[src/rtl/pipelined_adder_module.sv]
// Purpose: segmented carry-chain ADD/SUB/ADC/SBC unit with carry flag and status flags.
// Latency: issue at edge N -> result_valid after edge N+stages; one issue per cycle.
// Backpressure: result_valid && !result_ready freezes all stages and drops issue_ready;
//               ADC/SBC additionally wait until nothing is in flight ahead of them.
// Ports: selector0/1 pick an operand slot (0 = no issue), source0/1 hold packed candidates,
//        mode selects the operation, destination0..3 carry operand0, operand1, sum, flags.
module pipelined_adder_module #(
   parameter int width  = 16,
   parameter int stages = 2,
   parameter int count0 = 1,
   parameter int count1 = 1
) (
   input  logic                        clock,
   input  logic                        reset_n,
   input  logic [$clog2(count0+1)-1:0] selector0,
   input  logic [$clog2(count1+1)-1:0] selector1,
   input  logic [count0*width-1:0]     source0,
   input  logic [count1*width-1:0]     source1,
   input  logic [1:0]                  mode,
   output logic                        issue_ready,
   output logic                        result_valid,
   input  logic                        result_ready,
   output logic [width-1:0]            destination0,
   output logic [width-1:0]            destination1,
   output logic [width-1:0]            destination2,
   output logic [width-1:0]            destination3
);

   if (stages < 1 || stages > width || ((stages > 0) ? (width % stages) : 1) != 0) begin : g_bad_stages
      $error("pipelined_adder_module: stages=%0d is not legal for width=%0d", stages, width);
   end

   localparam int seg = (stages > 0) ? width / stages : width;

   typedef struct packed {
      logic             vld;
      logic [width-1:0] a;
      logic [width-1:0] b;     // operand1 as supplied, for destination1
      logic [width-1:0] beff;  // operand1 after the SUB/SBC inversion
      logic [width-1:0] sum;   // low slices filled in as the op moves down
      logic             cy;    // carry into the next slice
   } op_t;

   op_t              pipe [stages];  // pipe[k] is the input register of stage k
   op_t              nxt  [stages];  // pipe[k] with slice k resolved
   op_t              ent;
   op_t              fin;
   logic             carry_flag;
   logic             advance;
   logic             in_flight;
   logic             issue;
   logic [width-1:0] opnd0;
   logic [width-1:0] opnd1;
   logic [seg:0]     part;
   logic [3:0]       flag_bits;
   logic [width-1:0] flags_w;

   // Out-of-range selectors read as zero operands rather than aliasing a slot.
   always_comb begin
      opnd0 = '0;
      for (int i = 0; i < count0; i++) begin
         if (int'(selector0) == i + 1) opnd0 = source0[i*width +: width];
      end
      opnd1 = '0;
      for (int i = 0; i < count1; i++) begin
         if (int'(selector1) == i + 1) opnd1 = source1[i*width +: width];
      end
   end

   assign advance = !result_valid || result_ready;

   always_comb begin
      in_flight = 1'b0;
      for (int k = 0; k < stages; k++) in_flight = in_flight | pipe[k].vld;
   end

   // ADC/SBC sample the carry flag at issue, so every older op must already
   // have loaded the output register; advance covers the output side.
   assign issue_ready = advance && (!mode[1] || !in_flight);
   assign issue       = issue_ready && (selector0 != '0) && (selector1 != '0);

   always_comb begin
      ent      = '0;
      ent.vld  = issue;
      ent.a    = opnd0;
      ent.b    = opnd1;
      ent.beff = mode[0] ? ~opnd1 : opnd1;
      ent.cy   = mode[1] ? carry_flag : mode[0];
   end

   always_comb begin
      part = '0;
      for (int k = 0; k < stages; k++) begin
         nxt[k] = pipe[k];
         part   = {1'b0, pipe[k].a[k*seg +: seg]} + {1'b0, pipe[k].beff[k*seg +: seg]}
                + {{seg{1'b0}}, pipe[k].cy};
         nxt[k].sum[k*seg +: seg] = part[seg-1:0];
         nxt[k].cy                = part[seg];
      end
   end

   assign fin = nxt[stages-1];

   always_comb begin
      flag_bits[0] = fin.cy;
      flag_bits[1] = (fin.sum == '0);
      flag_bits[2] = (fin.a[width-1] == fin.beff[width-1]) && (fin.sum[width-1] != fin.a[width-1]);
      flag_bits[3] = fin.sum[width-1];
      flags_w      = width'(flag_bits);
   end

   // Destinations only load on a valid result so they keep the last value after retirement.
   always_ff @(posedge clock or negedge reset_n) begin
      if (!reset_n) begin
         for (int k = 0; k < stages; k++) pipe[k] <= '0;
         result_valid <= 1'b0;
         destination0 <= '0;
         destination1 <= '0;
         destination2 <= '0;
         destination3 <= '0;
         carry_flag   <= 1'b0;
      end else if (advance) begin
         pipe[0] <= ent;
         for (int k = 1; k < stages; k++) pipe[k] <= nxt[k-1];
         result_valid <= fin.vld;
         if (fin.vld) begin
            destination0 <= fin.a;
            destination1 <= fin.b;
            destination2 <= fin.sum;
            destination3 <= flags_w;
            carry_flag   <= fin.cy;
         end
      end
   end

endmodule

[config.mk]
export PLATFORM = sky130hd
export DESIGN_NAME = pipelined_adder_module
export DESIGN_NICKNAME = d
export VERILOG_FILES = /design/src/rtl/pipelined_adder_module.sv
export SDC_FILE = /design/constraint.sdc
export NUM_CORES = 1
export LEC_CHECK = 0
export ABC_AREA = 0
export CAP_MARGIN = 20
export CORE_UTILIZATION = 45
export DETAILED_ROUTE_END_ITERATION = 8
export PLACE_DENSITY = 0.72
export SETUP_SLACK_MARGIN = 0.3
export SLEW_MARGIN = 0
export SYNTH_ARGS = -nofsm -noshare
export SYNTH_HDL_FRONTEND = slang
export SYNTH_SLANG_ARGS = --single-unit
[constraint.sdc]
create_clock -name clock -period 2.2 [get_ports clock]
set_input_delay 0.33 -clock clock [delete_from_list [all_inputs] [get_ports clock]]
set_output_delay 0.33 -clock clock [all_outputs]
set_load 0.02 [all_outputs]
## Word level (Yosys, flattened, before mapping)

Index checks and enable logic that the tools add are counted.

| storage, ports and cells | value |
|---|---|
| flip-flop bits (word level) | 162 |
| input port bits | 39 |
| output and inout port bits | 66 |
| logic and storage cells | 40 |

| operators by class | value |
|---|---|
| $add $sub $neg | 4 |
| equal/unequal tests | 2 |
| mux-type cells | 4 |
| bitwise gates (word level) | 2 |
| reductions and logical operators | 11 |

Operator list:

| kind | count |
|---|---|
| $mux 16 | 3 |
| $add 8x8->9 | 2 |
| $add 9x1->9 | 2 |
| $logic_not 16->1 | 1 |
| $not 16->16 | 1 |
| $logic_and 1x1->1 | 4 |
| $logic_not 1->1 | 3 |
| $logic_or 1x1->1 | 2 |
| $reduce_and 2->1 | 1 |
| $eq 1x1->1 | 1 |
| $mux 1 | 1 |
| $ne 1x1->1 | 1 |
| $or 1x1->1 | 1 |

## Depth between registers and ports, before layout

Gate-level depths: netlist of run 1.

| logic depth | value |
|---|---|
| word-level depth | 6 |
| gate-level depth with buffers | 9 |
| mapped depth without buffers | 9 |

## Worst setup path after synthesis of run 1

OpenSTA, ideal clock, no wires.

| timing | value |
|---|---|
| path type | reg2reg |
| start | register pipe[0] (netlist name) |
| end | register destination3[1] |
| library setup time | 0.122 ns |
| data arrival time | 2.288 ns |
| data required time | 2.078 ns |
| slack | -0.209 ns |
| stages on the path, launching flop included | 9 |
| path buffers | 0 |
| clock period less this slack | 2.409 ns |
| path through | dfrtp_1 fa_1 fa_1 a211oi_1 o21bai_1 a21oi_1 xnor2_1 nor2_1 a32o_1 |

| between the ends | value |
|---|---|
| cells in the longest elaborated chain, start to end | 2 |

RTL lines:

| item | line | text |
|---|---|---|
| start: declaration | 44 | `op_t pipe [stages];` |
| $add 9x1->9 | 96 | `+ {{seg{1'b0}}, pipe[k].cy};` |
| $logic_not 16->1 | 106 | `flag_bits[1] = (fin.sum == '0);` |
| end signal: assignment | 130 | `destination3 <= flags_w;` |
| end: declaration | 26 | `output logic [width-1:0] destination3` |

Every way passes these cells.
A chain may end at the register's enable or synchronous reset.

## Worst setup path after layout of run 1

Same ends and word-level chain as after synthesis.

==> results of run 1 <==
==> critical path: cells and delay by family (launching register included) <==
| kind | cells | cell delay, ns |
|---|---|---|
| flops | 1 | 0.40 |
| compound gates | 4 | 0.75 |
| fa+ha+maj | 2 | 0.78 |
| simple gates | 1 | 0.07 |
| xor+xnor | 1 | 0.15 |
==> where the power goes <==
group	switching, uW	internal, uW	leakage, uW
registers	574	3650	0.00192
clock network	1080	1720	0.000281
logic	1920	1910	0.00177
total	3580	7280	0.00397
==> cell usage in the layout (no fill, tap or decap), drive strengths merged, types with 3 or more instances in the layout <==
master / n
nand2: 210
clkdlybuf4s50: 90
nor3: 3
nor2: 19
ha: 14
clkbuf: 24
inv: 6
o21bai: 5
nand2b: 3
nand3: 16
conb: 12
a21oi: 11
dfrtp: 152
o21ai: 45
buf: 25
xnor2: 4
fa: 4
mux2: 46
clkinv: 6
a211oi: 3
xor2: 24
==> state kept, by name, indices dropped and copies added, names as in the netlist <==
signal        count
pipe              2
nxt              49
destination0     16
result_valid      1
destination3      3
destination1     16
destination2     16
fin              49
==> timing repair <==
item                       in CTS  in global routing
setup buffers                   5                  4
gates resized for setup         9                  9
setup endpoints to repair      13                 13
hold endpoints to repair       54                  0
pin swaps                      10                  9
hold buffers                    1                  0
==> worst paths after layout <==
path,to,slack [ns]
worst max register to register,destination3[1],-0.07
max in group asynchronous,nxt[119],1.01
worst max-delay path,destination3[1],-0.07
worst min register to register,fin[33],0.46
min in group clock,fin[33],0.46
worst min-delay path,destination1[2],0.44
==> kinds of logic (layout without fill, tap and decap cells) <==
kind of cell	count (synthesis)	in the layout	share of synthesized area [%]
other	1	12	0.0572
adder cells (fa/ha/maj)	18	18	3.89
buffers and inverters	53	154	3.95
flip-flops	152	152	58.0
XOR/XNOR	28	28	3.86
AND/OR/NAND/NOR	257	257	15.4
AO/OA/AOI/OAI	74	74	6.74
multiplexers	47	47	8.06
==> per-stage QoR <==
step | power (uW) | utilization [%]
after floorplan | 6360 | -
final | 10900 | 59.7
after CTS | 10900 | 59.3
after global routing | 11500 | 59.7
after detailed placement | 7980 | 54.8
after global placement | 7870 | 54.8
==> cell type report <==
| class | instances | area (sq um) |
|---|---|---|
| Sequential cell | 152 | 3800 |
| Multi-Input combinational cell | 436 | 2620 |
| Clock inverter | 8 | 97.6 |
| Fill cell | 1177 | 5660 |
| Inverter | 6 | 22.5 |
| Timing Repair Buffer | 117 | 1140 |
| Tap cell | 180 | 225 |
| Clock buffer | 23 | 468 |
==> metal layers <==
layer	share of wire, %	wire length (um)	global-route usage, %	up-vias
met5	0	0	0	-
met4	1.9	269	8.31	0
met3	3.3	461	3.58	24
met2	50	7020	33.6	106
met1	45	6380	26.7	2282
li1	-	-	-	2234
==> summary.txt, run 1 <==
Run status
  – Outcome: finished with violations
  – Failing checks: negative setup slack

Synthesis
  – Post-synthesis async set-or-reset flop share: 100%
  – Top cell type's share of synthesized area: 58.0%
  – Syn Inst Count: 630
  – Sequential fraction of the synthesis area: 58.0%
  – Most common cell in the netlist: nand2_1
  – Post-synth EDFFs: 0
  – Synth top cells by count: nand2_1, dfrtp_1, mux2_2, o21ai_0, clkbuf_1
  – Top cells by area, synth: dfrtp_1, nand2_1, mux2_2
  – Post-synthesis cell area: 0.00656 sq mm
  – Number of synthesized register bits: 152
  – Main synth FF type: dfrtp_1
  – Unique cell type count in the Yosys netlist: 34
  – Syn avg cell area: 10.4 sq um
  – YS warnings: 0
  – Post-synth top area cell: dfrtp_1

Drt
  – Via Count: 4646
  – DR iter-0 viols: 267
  – Vias per cell: 5.04
  – # DRC: 0
  – Final antenna-violating net count: 0
  – Post-DR wirelength/cell: 15.3 um
  – Detailed Route WL: 14.1 mm
  – 1st-pass router iterations: 5

Power and ir drop
  – Power Density: 1300 mW/mm^2
  – Lkg Pwr: 0.00397 uW
  – Max IR drop VDD: 577 uV

Timing
  – Slew HR: 63.7%
  – Worst slew pin tran: 0.544 ns
  – Period minus WS final: 2.27 ns
  – RSZ-0062 raised after global routing: yes
  – Final setup vio count: 2
  – Setup Skew: 0.00946 ns
  – WHS: 0.441 ns
  – Final Max Tran Viols: 0
  – Aggregate negative setup slack: -0.0971 ns
  – Fin crit share: 103%
  – Final hold violation count: 0
  – Setup ws final: -0.0680 ns
  – Fmax: 441 MHz

Layout
  – Share of cells above drive strength 1: 16.4%
  – Area delta synth->final: 27.8%
  – Layout Cells excl Fill: 922
  – Antenna Cells: 0
  – Nets: 787
  – Final instance area: 0.00838 sq mm

Critical path
  – Reg2reg start: pipe[0]
  – Crit path launch: pipe[0]
  – Max stage delay on crit path: 0.42 ns
  – Kind of critical path: reg -> reg
  – Depth of the worst register-to-register path: 8
  – Critical path arrival: 2.57 ns
  – Worst-path cell chain: fa_2 -> fa_2 -> a211oi_2 -> o21bai_1 -> a21oi_2 -> xnor2_1 -> nor2_1 -> a32o_1
  – Critical Path Most Common Cell: fa_2
  – Slowest CP cell: fa_2
  – Crit Path Max Fanout: 2
  – Crit. End Element: flop
  – CP Launch Type: flop
  – Required time worst endpoint: 2.50 ns

Hold path
  – Hold crit path type: in -> async

Floorplanning
  – Die Ht: 123 um
  – Initial core utilization: 46.7%
  – Ports: 105
  – Core area: 0.0140 sq mm
  – Std-Cell Rows: 43
  – Die ar.: 0.0151 sq mm
  – Die Wd: 123 um

Job
  – Max-cap violation count: 0

Clocking
  – Clock latency on the worst-skew pair: 0.42 ns
  – Clock Path Buffers: 2
  – Htree depth: 4
  – Clk slew on worst S/H paths: 0.06 ns
  – Clock sink count: 152
  – Root Driver: clkbuf_16
  – CTS tree: built
  – Inserted Clock Buffers: 17

Placement
  – PortBufs: 92
  – Placed cell count: 881
  – Pre-CTS WS: -0.0869 ns
  – Gpl congestion: 0.789
  – Cell area after placement: 0.00769 sq mm
  – Hpwl dp: 9.76 mm

Global route
  – Total Routing Usage GR: 20.4%
  – Largest net degree at the start of global routing: 132
  – Initial antenna violation count: 0
  – Vias in the first global route: 4655
  – Total congestion overflow: 0
  – Global-route wire length before repair: 23.3 mm
Note: power is estimated with default switching activity, not from simulation.
==> run 2, diff against run 1 <==
--- a/config.mk
+++ b/config.mk
@@ -9,6 +9,7 @@
 export CAP_MARGIN = 20
 export CORE_UTILIZATION = 45
 export DETAILED_ROUTE_END_ITERATION = 8
+export GPL_ROUTABILITY_DRIVEN = 1
 export PLACE_DENSITY = 0.72
 export SETUP_SLACK_MARGIN = 0.3
 export SLEW_MARGIN = 0
==> results of run 2 <==
Final layout, timing and power as in run 1 (identical DEF).
==> run 3, diff against run 2 <==
--- a/config.mk
+++ b/config.mk
@@ -9,7 +9,6 @@
 export CAP_MARGIN = 20
 export CORE_UTILIZATION = 45
 export DETAILED_ROUTE_END_ITERATION = 8
-export GPL_ROUTABILITY_DRIVEN = 1
 export PLACE_DENSITY = 0.72
 export SETUP_SLACK_MARGIN = 0.3
 export SLEW_MARGIN = 0
==> results of run 3 <==
Final layout, timing and power as in run 1 (identical DEF).
